==> src/rtl/press_pkg.sv <==
// rtl/press_pkg.sv - shared state encoding and default timing for the press classifier
package press_pkg;

    // State encoding (3-bit)
    localparam logic [2:0] ENC_IDLE   = 3'd0;
    localparam logic [2:0] ENC_PRESS1 = 3'd1;
    localparam logic [2:0] ENC_GAP    = 3'd2;
    localparam logic [2:0] ENC_PRESS2 = 3'd3;
    localparam logic [2:0] ENC_HELD   = 3'd4;

    typedef enum logic [2:0] {
        ST_IDLE   = ENC_IDLE,
        ST_PRESS1 = ENC_PRESS1,
        ST_GAP    = ENC_GAP,
        ST_PRESS2 = ENC_PRESS2,
        ST_HELD   = ENC_HELD
    } press_state_t;

    // Default timing for a 25 MHz clock
    localparam int DEF_LONG_CLKS   = 12500000;  // 0.5 s
    localparam int DEF_GAP_CLKS    = 6250000;   // 250 ms
    localparam int DEF_REPEAT_CLKS = 2500000;   // 100 ms
    localparam int DEF_CNT_W       = 24;

    // The previous-level register starts "pressed", so a switch held
    // through reset never looks like a fresh press.
    localparam logic PREV_RESET = 1'b1;

endpackage

==> src/rtl/press_classifier_edge.sv <==
// rtl/press_classifier_edge.sv - rise/fall detector for a synchronous level
//
// Module switch_edge_detect.
//   i_Clk    : clock
//   i_Rst_L  : synchronous active-low reset
//   i_Level  : synchronous level input
//   o_Rise   : level is 1 now and was 0 last cycle (combinational)
//   o_Fall   : level is 0 now and was 1 last cycle (combinational)
module switch_edge_detect
    import press_pkg::*;
(
    input  logic i_Clk,
    input  logic i_Rst_L,
    input  logic i_Level,
    output logic o_Rise,
    output logic o_Fall
);

    logic prev;

    always_ff @(posedge i_Clk) begin
        if (!i_Rst_L) begin
            prev <= PREV_RESET;
        end else begin
            prev <= i_Level;
        end
    end

    assign o_Rise = i_Level & ~prev;
    assign o_Fall = ~i_Level & prev;

endmodule

==> src/rtl/press_classifier.sv <==
// rtl/press_classifier.sv - classifies debounced button gestures as short, long or double presses
//
// Optional feature macro: PRESS_REPEAT_EN (auto-repeat of o_Long while held).
//   i_Clk     : clock
//   i_Rst_L   : synchronous active-low reset
//   i_Switch  : debounced switch level, 1 = pressed
//   o_Short   : one-cycle pulse, short single press completed
//   o_Long    : one-cycle pulse, long-press threshold reached (and repeats if enabled)
//   o_Double  : one-cycle pulse, double press completed
//   o_Busy    : registered, high while a gesture is in progress
module press_classifier
    import press_pkg::*;
#(
    parameter int LONG_CLKS   = DEF_LONG_CLKS,
    parameter int GAP_CLKS    = DEF_GAP_CLKS,
    parameter int REPEAT_CLKS = DEF_REPEAT_CLKS,
    parameter int CNT_W       = DEF_CNT_W
) (
    input  logic i_Clk,
    input  logic i_Rst_L,
    input  logic i_Switch,
    output logic o_Short,
    output logic o_Long,
    output logic o_Double,
    output logic o_Busy
);

`ifdef PRESS_REPEAT_EN
    localparam bit REPEAT_EN = 1'b1;
`else
    localparam bit REPEAT_EN = 1'b0;
`endif

    localparam logic [CNT_W-1:0] LONG_LAST   = CNT_W'(LONG_CLKS - 1);
    localparam logic [CNT_W-1:0] GAP_LAST    = CNT_W'(GAP_CLKS - 1);
    localparam logic [CNT_W-1:0] REPEAT_LAST = CNT_W'(REPEAT_CLKS - 1);

    logic              rise;
    logic              fall;
    press_state_t      state;
    logic [CNT_W-1:0]  timer;
    logic [CNT_W-1:0]  timer_inc;

    switch_edge_detect u_edge (
        .i_Clk   (i_Clk),
        .i_Rst_L (i_Rst_L),
        .i_Level (i_Switch),
        .o_Rise  (rise),
        .o_Fall  (fall)
    );

    // Saturating increment: a long PRESS2 hold must not wrap the timer.
    assign timer_inc = (timer == '1) ? timer : timer + 1'b1;

    always_ff @(posedge i_Clk) begin
        if (!i_Rst_L) begin
            state    <= ST_IDLE;
            timer    <= '0;
            o_Short  <= 1'b0;
            o_Long   <= 1'b0;
            o_Double <= 1'b0;
            o_Busy   <= 1'b0;
        end else begin
            o_Short  <= 1'b0;
            o_Long   <= 1'b0;
            o_Double <= 1'b0;
            // Reflects the current state, so busy stays high for the
            // cycle in which the FSM lands back in IDLE.
            o_Busy   <= (state != ST_IDLE);
            timer    <= timer_inc;

            case (state)
                ST_IDLE: begin
                    timer <= '0;
                    if (rise) begin
                        state <= ST_PRESS1;
                    end
                end
                ST_PRESS1: begin
                    // Release wins over the long threshold on the same cycle.
                    if (!i_Switch) begin
                        state <= ST_GAP;
                        timer <= '0;
                    end else if (timer == LONG_LAST) begin
                        state  <= ST_HELD;
                        timer  <= '0;
                        o_Long <= 1'b1;
                    end
                end
                ST_GAP: begin
                    // A second press wins over the gap timeout on the same cycle.
                    if (rise) begin
                        state <= ST_PRESS2;
                        timer <= '0;
                    end else if (timer == GAP_LAST) begin
                        state   <= ST_IDLE;
                        timer   <= '0;
                        o_Short <= 1'b1;
                    end
                end
                ST_PRESS2: begin
                    if (fall) begin
                        state    <= ST_IDLE;
                        timer    <= '0;
                        o_Double <= 1'b1;
                    end
                end
                ST_HELD: begin
                    if (!REPEAT_EN) begin
                        timer <= '0;
                    end
                    if (fall) begin
                        state <= ST_IDLE;
                        timer <= '0;
                    end else if (REPEAT_EN && i_Switch && timer == REPEAT_LAST) begin
                        o_Long <= 1'b1;
                        timer  <= '0;
                    end
                end
                default: begin
                    state <= ST_IDLE;
                    timer <= '0;
                end
            endcase
        end
    end

endmodule
==> config.mk <==
export PLATFORM = sky130hd
export DESIGN_NAME = press_classifier
export DESIGN_NICKNAME = d
export VERILOG_FILES = /design/src/rtl/press_pkg.sv /design/src/rtl/press_classifier_edge.sv /design/src/rtl/press_classifier.sv
export SDC_FILE = /design/constraint.sdc
export NUM_CORES = 1
export LEC_CHECK = 0
export ABC_AREA = 1
export CAP_MARGIN = 20
export CORE_MARGIN = 2
export CORE_UTILIZATION = 53
export CTS_CLUSTER_SIZE = 25
export DETAILED_ROUTE_END_ITERATION = 6
export GPL_TIMING_DRIVEN = 0
export HOLD_SLACK_MARGIN = 0.15
export PLACE_DENSITY = 0.7
export SYNTH_ARGS = -nofsm -noshare
export SYNTH_HDL_FRONTEND = slang
export SYNTH_SLANG_ARGS = --single-unit
==> constraint.sdc <==
create_clock -name i_Clk -period 2.35 [get_ports i_Clk]
set_input_delay 0.47 -clock i_Clk [delete_from_list [all_inputs] [get_ports i_Clk]]
set_output_delay 0.47 -clock i_Clk [all_outputs]
set_load 0.05 [all_outputs]
==> results of run 1 <==
==> flip-flops by register name, indices dropped and copies added (netlist names) <==
register	cells
o_Double	1
o_Busy	1
u_edge.prev	1
o_Long	1
state	3
timer	24
o_Short	1
==> routing by layer <==
metal / GRT usage (%) / vias up / routed length [µm] / share of wire, %
met3: 4.82 / 7 / 174 / 4.0
li1: - / 945 / - / -
met2: 40.8 / 37 / 2130 / 49
met5: 0 / - / 0 / 0
met4: 8.97 / 0 / 65 / 1.5
met1: 29.7 / 811 / 1980 / 46
==> layout make-up <==
class / instances / area share [%]
Clock buffer: 6 / 1.99
Multi-Input combinational cell: 220 / 51.6
Clock inverter: 2 / 1.69
Inverter: 33 / 6.03
Buffer: 4 / 2.17
Timing Repair Buffer: 6 / 2.89
Tap cell: 46 / 2.77
Sequential cell: 32 / 30.9
==> stage by stage <==
stage / area, µm² / hold slack [ps] / worst slack, ps / power [mW] / util, %
6_report: 2080 / 533 / 425 / 1.30 / 61.7
4_1_cts: 2080 / 530 / 406 / 1.31 / 61.7
2_1_floorplan: 1880 / 477 / 738 / 0.832 / -
3_3_place_gp: 2000 / 513 / 362 / 0.893 / 59.4
5_1_grt: 2080 / 565 / 280 / 1.37 / 61.7
3_5_place_dp: 2000 / 519 / 352 / 0.899 / 59.4
==> worst min-delay path, stage by stage (launching register included) <==
cell and delay, ps:
dfxtp_1 350, nor2_1 100, nor2_1 50
==> cell families after synthesis <==
group,after synthesis
AND/OR/NAND/NOR,179
buffers and inverters,37
flip-flops,32
AO/OA/AOI/OAI,27
XOR/XNOR,13
adder cells (fa/ha/maj),1
==> cells in the mapped netlist, drive strengths merged <==
library cell	number	area (µm²)
dfxtp	32	641
buf	4	45.0
nor4	1	6.26
xor2	11	96.3
or2	2	12.5
ha	1	12.5
o21ai	4	23.8
nor2	68	268
nor3	9	45.0
a21oi	22	114
nand3	19	130
nand4	10	62.6
clkinv	1	5.00
xnor2	2	17.5
inv	32	120
nand2	70	275
a21o	1	7.51
==> power breakdown <==
group	total, mW	switching (mW)	leakage [nW]	internal (mW)
Combinational	0.286	0.188	0.492	0.0986
Sequential	0.601	0.0295	0.259	0.571
Clock	0.413	0.190	0.0422	0.223
Total	1.30	0.407	0.793	0.893
==> layout by cell type (no fill, tap or decap), types with 2 or more instances in the layout <==
master,Yosys,final
nand2_1,67,67
nor2_1,65,65
dfxtp_1,32,32
inv_1,30,30
a21oi_1,21,21
nand3_1,15,15
xor2_1,11,11
nand4_1,10,10
nor3_1,9,9
clkdlybuf4s50_1,0,6
clkbuf_4,0,5
buf_6,4,4
o21ai_0,3,3
nand3_4,2,2
nand2_2,2,2
nor2_2,2,2
clkinv_2,1,2
inv_2,2,2
nand3_2,2,2
xnor2_1,2,2
or2_2,2,2
==> final timing paths <==
| kind | endpoint | startpoint | cells after the start |
|---|---|---|---|
| setup / recovery | o_Busy | o_Busy | 1 |
| hold / removal | state[2] | state[2] | 2 |
| setup reg to reg | timer[22] | timer[0] | 9 |
| hold reg to reg | state[2] | state[2] | 2 |
==> flow_summary.yaml, run 1 <==
run_status:
  outcome: "finished clean"
critical_path:
  rrSetupSlack_ps: 430
  slowest_stage: "clkdlybuf4s50_1"
  crit_required_ps: 1880
  worstPathMaxFanout: 1
  start_kind: "register"
  crit_family: "buffers and inverters"
  end_kind: "output port"
  slowest_delay_ps: 800
  critPathKind: "reg2out"
  arrival_ps: 1460
  critPathBufInv: 1
  crit_chain: "clkdlybuf4s50_1"
power:
  leakagePower_nw: 0.793
  power.density_nw_per_um2: 626
  ir_drop_uv: 251
sta:
  worst_pin_slew_ps: 498
  setup_viol: 0
  fin_setup_tns_ps: 0
  rsz0062_at_grt: "false"
  fin_worst_skew_ps: 21.0
  min_period_ps: 1930
  slew_viol_final: 0
  hold_violations: 0
  fmax_mhz: 519
  min_period_over_period_pct: 81.9
  slew_headroom_pct: 66.7
floorplan:
  start_util_pct: 56.0
  dieArea_um2: 4040
  ioPinCount: 7
  die_x_um: 63.6
  core_area_um2: 3360
  fp.dieH_um: 63.6
  core.rowCount: 21
global_routing:
  grt_first_pass_wirelength_um: 7500
  track_usage_pct: 24.0
  antenna_found_initial: 0
  first_global_vias: 1654
  grt_remaining_overflow: 0
  grt_max_degree: 11
clock_network:
  cts-root-buf: "clkbuf_4"
  clock-sinks: 32
  htreeDepth: 2
  cts_setup_buffers: 0
  clockBufferDepth: 2
  ctsResizeCount: 0
  insertion_delay_ps: 340
  holdBufCountCts: 0
  cts_tree: "done"
  cts_made_buffers: 5
  clk_pin_slew_ps: 100
yosys:
  syn_nets: 293
  avgSynthCellArea_um2: 6.51
  syn_inst: 289
  syn_area_um2: 1880
  synthMuxAreaShare_pct: 0
  synth_compound_area_share_pct: 7.71
  synthXorXnorAreaFrac_pct: 6.05
  ys_ff_latch: 32
  synthSimpleGateAreaFrac_pct: 42.5
  synth_top_family_by_area: "simple AND/OR/NAND/NOR gates"
  synth_fa_ha_area_share_pct: 0.665
  yosysWarningCount: 0
  synth.yosys.seq_area_share_pct: 34.0
  yosysUniqueCellTypes: 26
detailed_routing:
  drc_errors: 0
  wl_per_cell_um: 12.5
  ant_nets: 0
  routed_wl_um: 4350
  drt_iter0_drc: 110
  vias_per_cell: 5.16
  vias: 1800
  dr.pass1.iters: 4
cells_and_area:
  layout.nets: 306
  antenna_cells: 0
  fillCellCount: 354
  instances_no_fill: 349
  drive_gt1_share_pct: 9.24
  area_growth_pct: 10.3
  multi_input_area_um2: 1070
  regArea_um2: 641
place:
  dpl.hpwl_um: 3390
  routabilityCongestion: 0.866
  dp_cells: 341
  portBuffers: 6
flow_run:
  cap_violations: 0
min_path:
  hp-class: "reg2reg"
No activity file was read; power rests on OpenSTA's default activity.
==> run 2: changes to the inputs <==
Settings changed: PLACE_DENSITY 0.7 to 0.73.
Clock period 2.35 ns to 1.7 ns, I/O delays scaled along.
==> flow_summary.yaml, run 2 (synthesized netlist as in run 1, its figures left out) <==
run_status:
  outcome: "finished clean"
cells_and_area:
  fillCellCount: 334
  antenna_cells: 0
  area_growth_pct: 19.3
  final_cell_mix: "66 x nand2_1, 62 x nor2_1, 30 x inv_1"
  layout_commonest_cell: "nand2_1"
  drive_gt1_share_pct: 16.3
  reg_top3: "timer: 24 flops, state: 3 flops"
  layout.nets: 316
  final_core_util_pct: 66.7
  largest_register_ffs: 24
  regMostFlops: "timer"
power:
  power.density_nw_per_um2: 831
  leakagePower_nw: 0.882
  ir_drop_uv: 551
critical_path:
  end_kind: "register"
  start_kind: "register"
  arrival_ps: 1910
  crit_family: "simple AND/OR/NAND/NOR gates"
  critPathBufInv: 2
  worstPathMaxFanout: 8
  critPathKind: "reg2reg"
  slowest_delay_ps: 390
  crit_required_ps: 1930
  crit_chain: "ha_4 > nand3_4 > inv_4 > nand3_4 > o21ai_4 > nand3_2 > nand2_4 > clkbuf_16 > nor2_1"
  crit_path_frequent_cell: "nand3_4"
  slowest_stage: "dfxtp_4"
clock_network:
  clk_pin_slew_ps: 100
  clock-sinks: 32
  cts-root-buf: "clkbuf_4"
  insertion_delay_ps: 330
  clockBufferDepth: 2
  htreeDepth: 2
  holdBufCountCts: 0
  cts_tree: "done"
  cts_made_buffers: 5
global_routing:
  busiest_layer: "met2"
  grt_util_met2_pct: 40.4
  grt_remaining_overflow: 0
  grt_first_pass_wirelength_um: 7380
  use_met3_pct: 5.89
  first_global_vias: 1734
  antenna_found_initial: 0
  track_usage_pct: 23.7
  grt_max_degree: 11
  grt_util_met1_pct: 27.8
floorplan:
  start_util_pct: 56.0
  core_area_um2: 3360
  dieArea_um2: 4040
  die_x_um: 63.6
  ioPinCount: 7
  fp.dieH_um: 63.6
  core.rowCount: 21
sta:
  hold_violations: 0
  timing.hold.ws_ps: 511
  fin_setup_tns_ps: 0
  fmax_mhz: 595
  rsz0062_at_grt: "true"
  fin_worst_skew_ps: 5.91
  min_period_ps: 1680
  slew_viol_final: 0
  slew_headroom_pct: 67.2
  worst_pin_slew_ps: 494
  setup_viol: 0
  min_period_over_period_pct: 98.9
place:
  portBuffers: 6
  routabilityCongestion: 0.873
  dpl.hpwl_um: 3290
detailed_routing:
  routed_wl_um: 4600
  vias_per_cell: 5.18
  ant_nets: 0
  dr.pass1.iters: 4
  wl_per_cell_um: 12.8
  drt_iter0_drc: 107
  drc_errors: 0
  vias: 1861
min_path:
  hp-class: "reg2reg"
flow_run:
  cap_violations: 0
-- run 2: power by group --
group	total, mW	internal (mW)	switching [mW]
Combinational	0.472	0.190	0.282
Sequential	0.835	0.792	0.0430
Clock	0.559	0.308	0.251
Total	1.87	1.29	0.576
-- run 2: worst paths after layout --
check | startpoint | endpoint | slack [ps] | cells past startpoint
max reg2reg | timer[0] | timer[3] | 20 | 9
max | timer[0] | timer[3] | 20 | 9
min reg2reg | state[0] | o_Double | 510 | 2
min | state[0] | o_Double | 510 | 2
-- run 2: tightest hold or removal path, stage by stage (launching register included) --
cell and delay, ps:
dfxtp_2 360, nand3_1 80, nor3_1 40
-- run 2: repair_timing --
action                     in CTS  in global routing
gates resized for setup        10                 15
gates cloned                    0                  2
setup endpoints to repair      31                 25
buffers inserted                0                  8
pin swaps                       0                  4
-- run 2: through the flow --
step / worst slack, ps / power [mW] / instance area (µm²) / std cells
after global routing: -35.9 / 1.98 / 2240 / 359
after global placement: -166 / 1.23 / 2000 / 341
after detailed placement: -196 / 1.24 / 2000 / 341
final: 18.4 / 1.87 / 2240 / 359
after floorplan: 88.2 / 1.15 / 1880 / 289
after CTS: 4.02 / 1.80 / 2100 / 349
-- run 2: per-layer routing --
layer  vias to the layer above  wire (µm)  share of wire [%]
met5                         -          0                  0
met4                         0        149                3.2
met3                        15        207                4.5
met2                        44       2210                 48
met1                       835       2030                 44
li1                        967          -                  -
-- run 2: area by class of cell --
class                           count  area, µm²  share of cell area (%)
Buffer                              4       52.6                    2.34
Clock inverter                      2       35.0                    1.56
Multi-Input combinational cell    220       1110                    49.6
Clock buffer                        6       41.3                    1.84
Timing Repair Buffer               16        165                    7.36
Inverter                           33        126                    5.63
Sequential cell                    32        654                    29.2
Tap cell                           46       57.6                    2.56
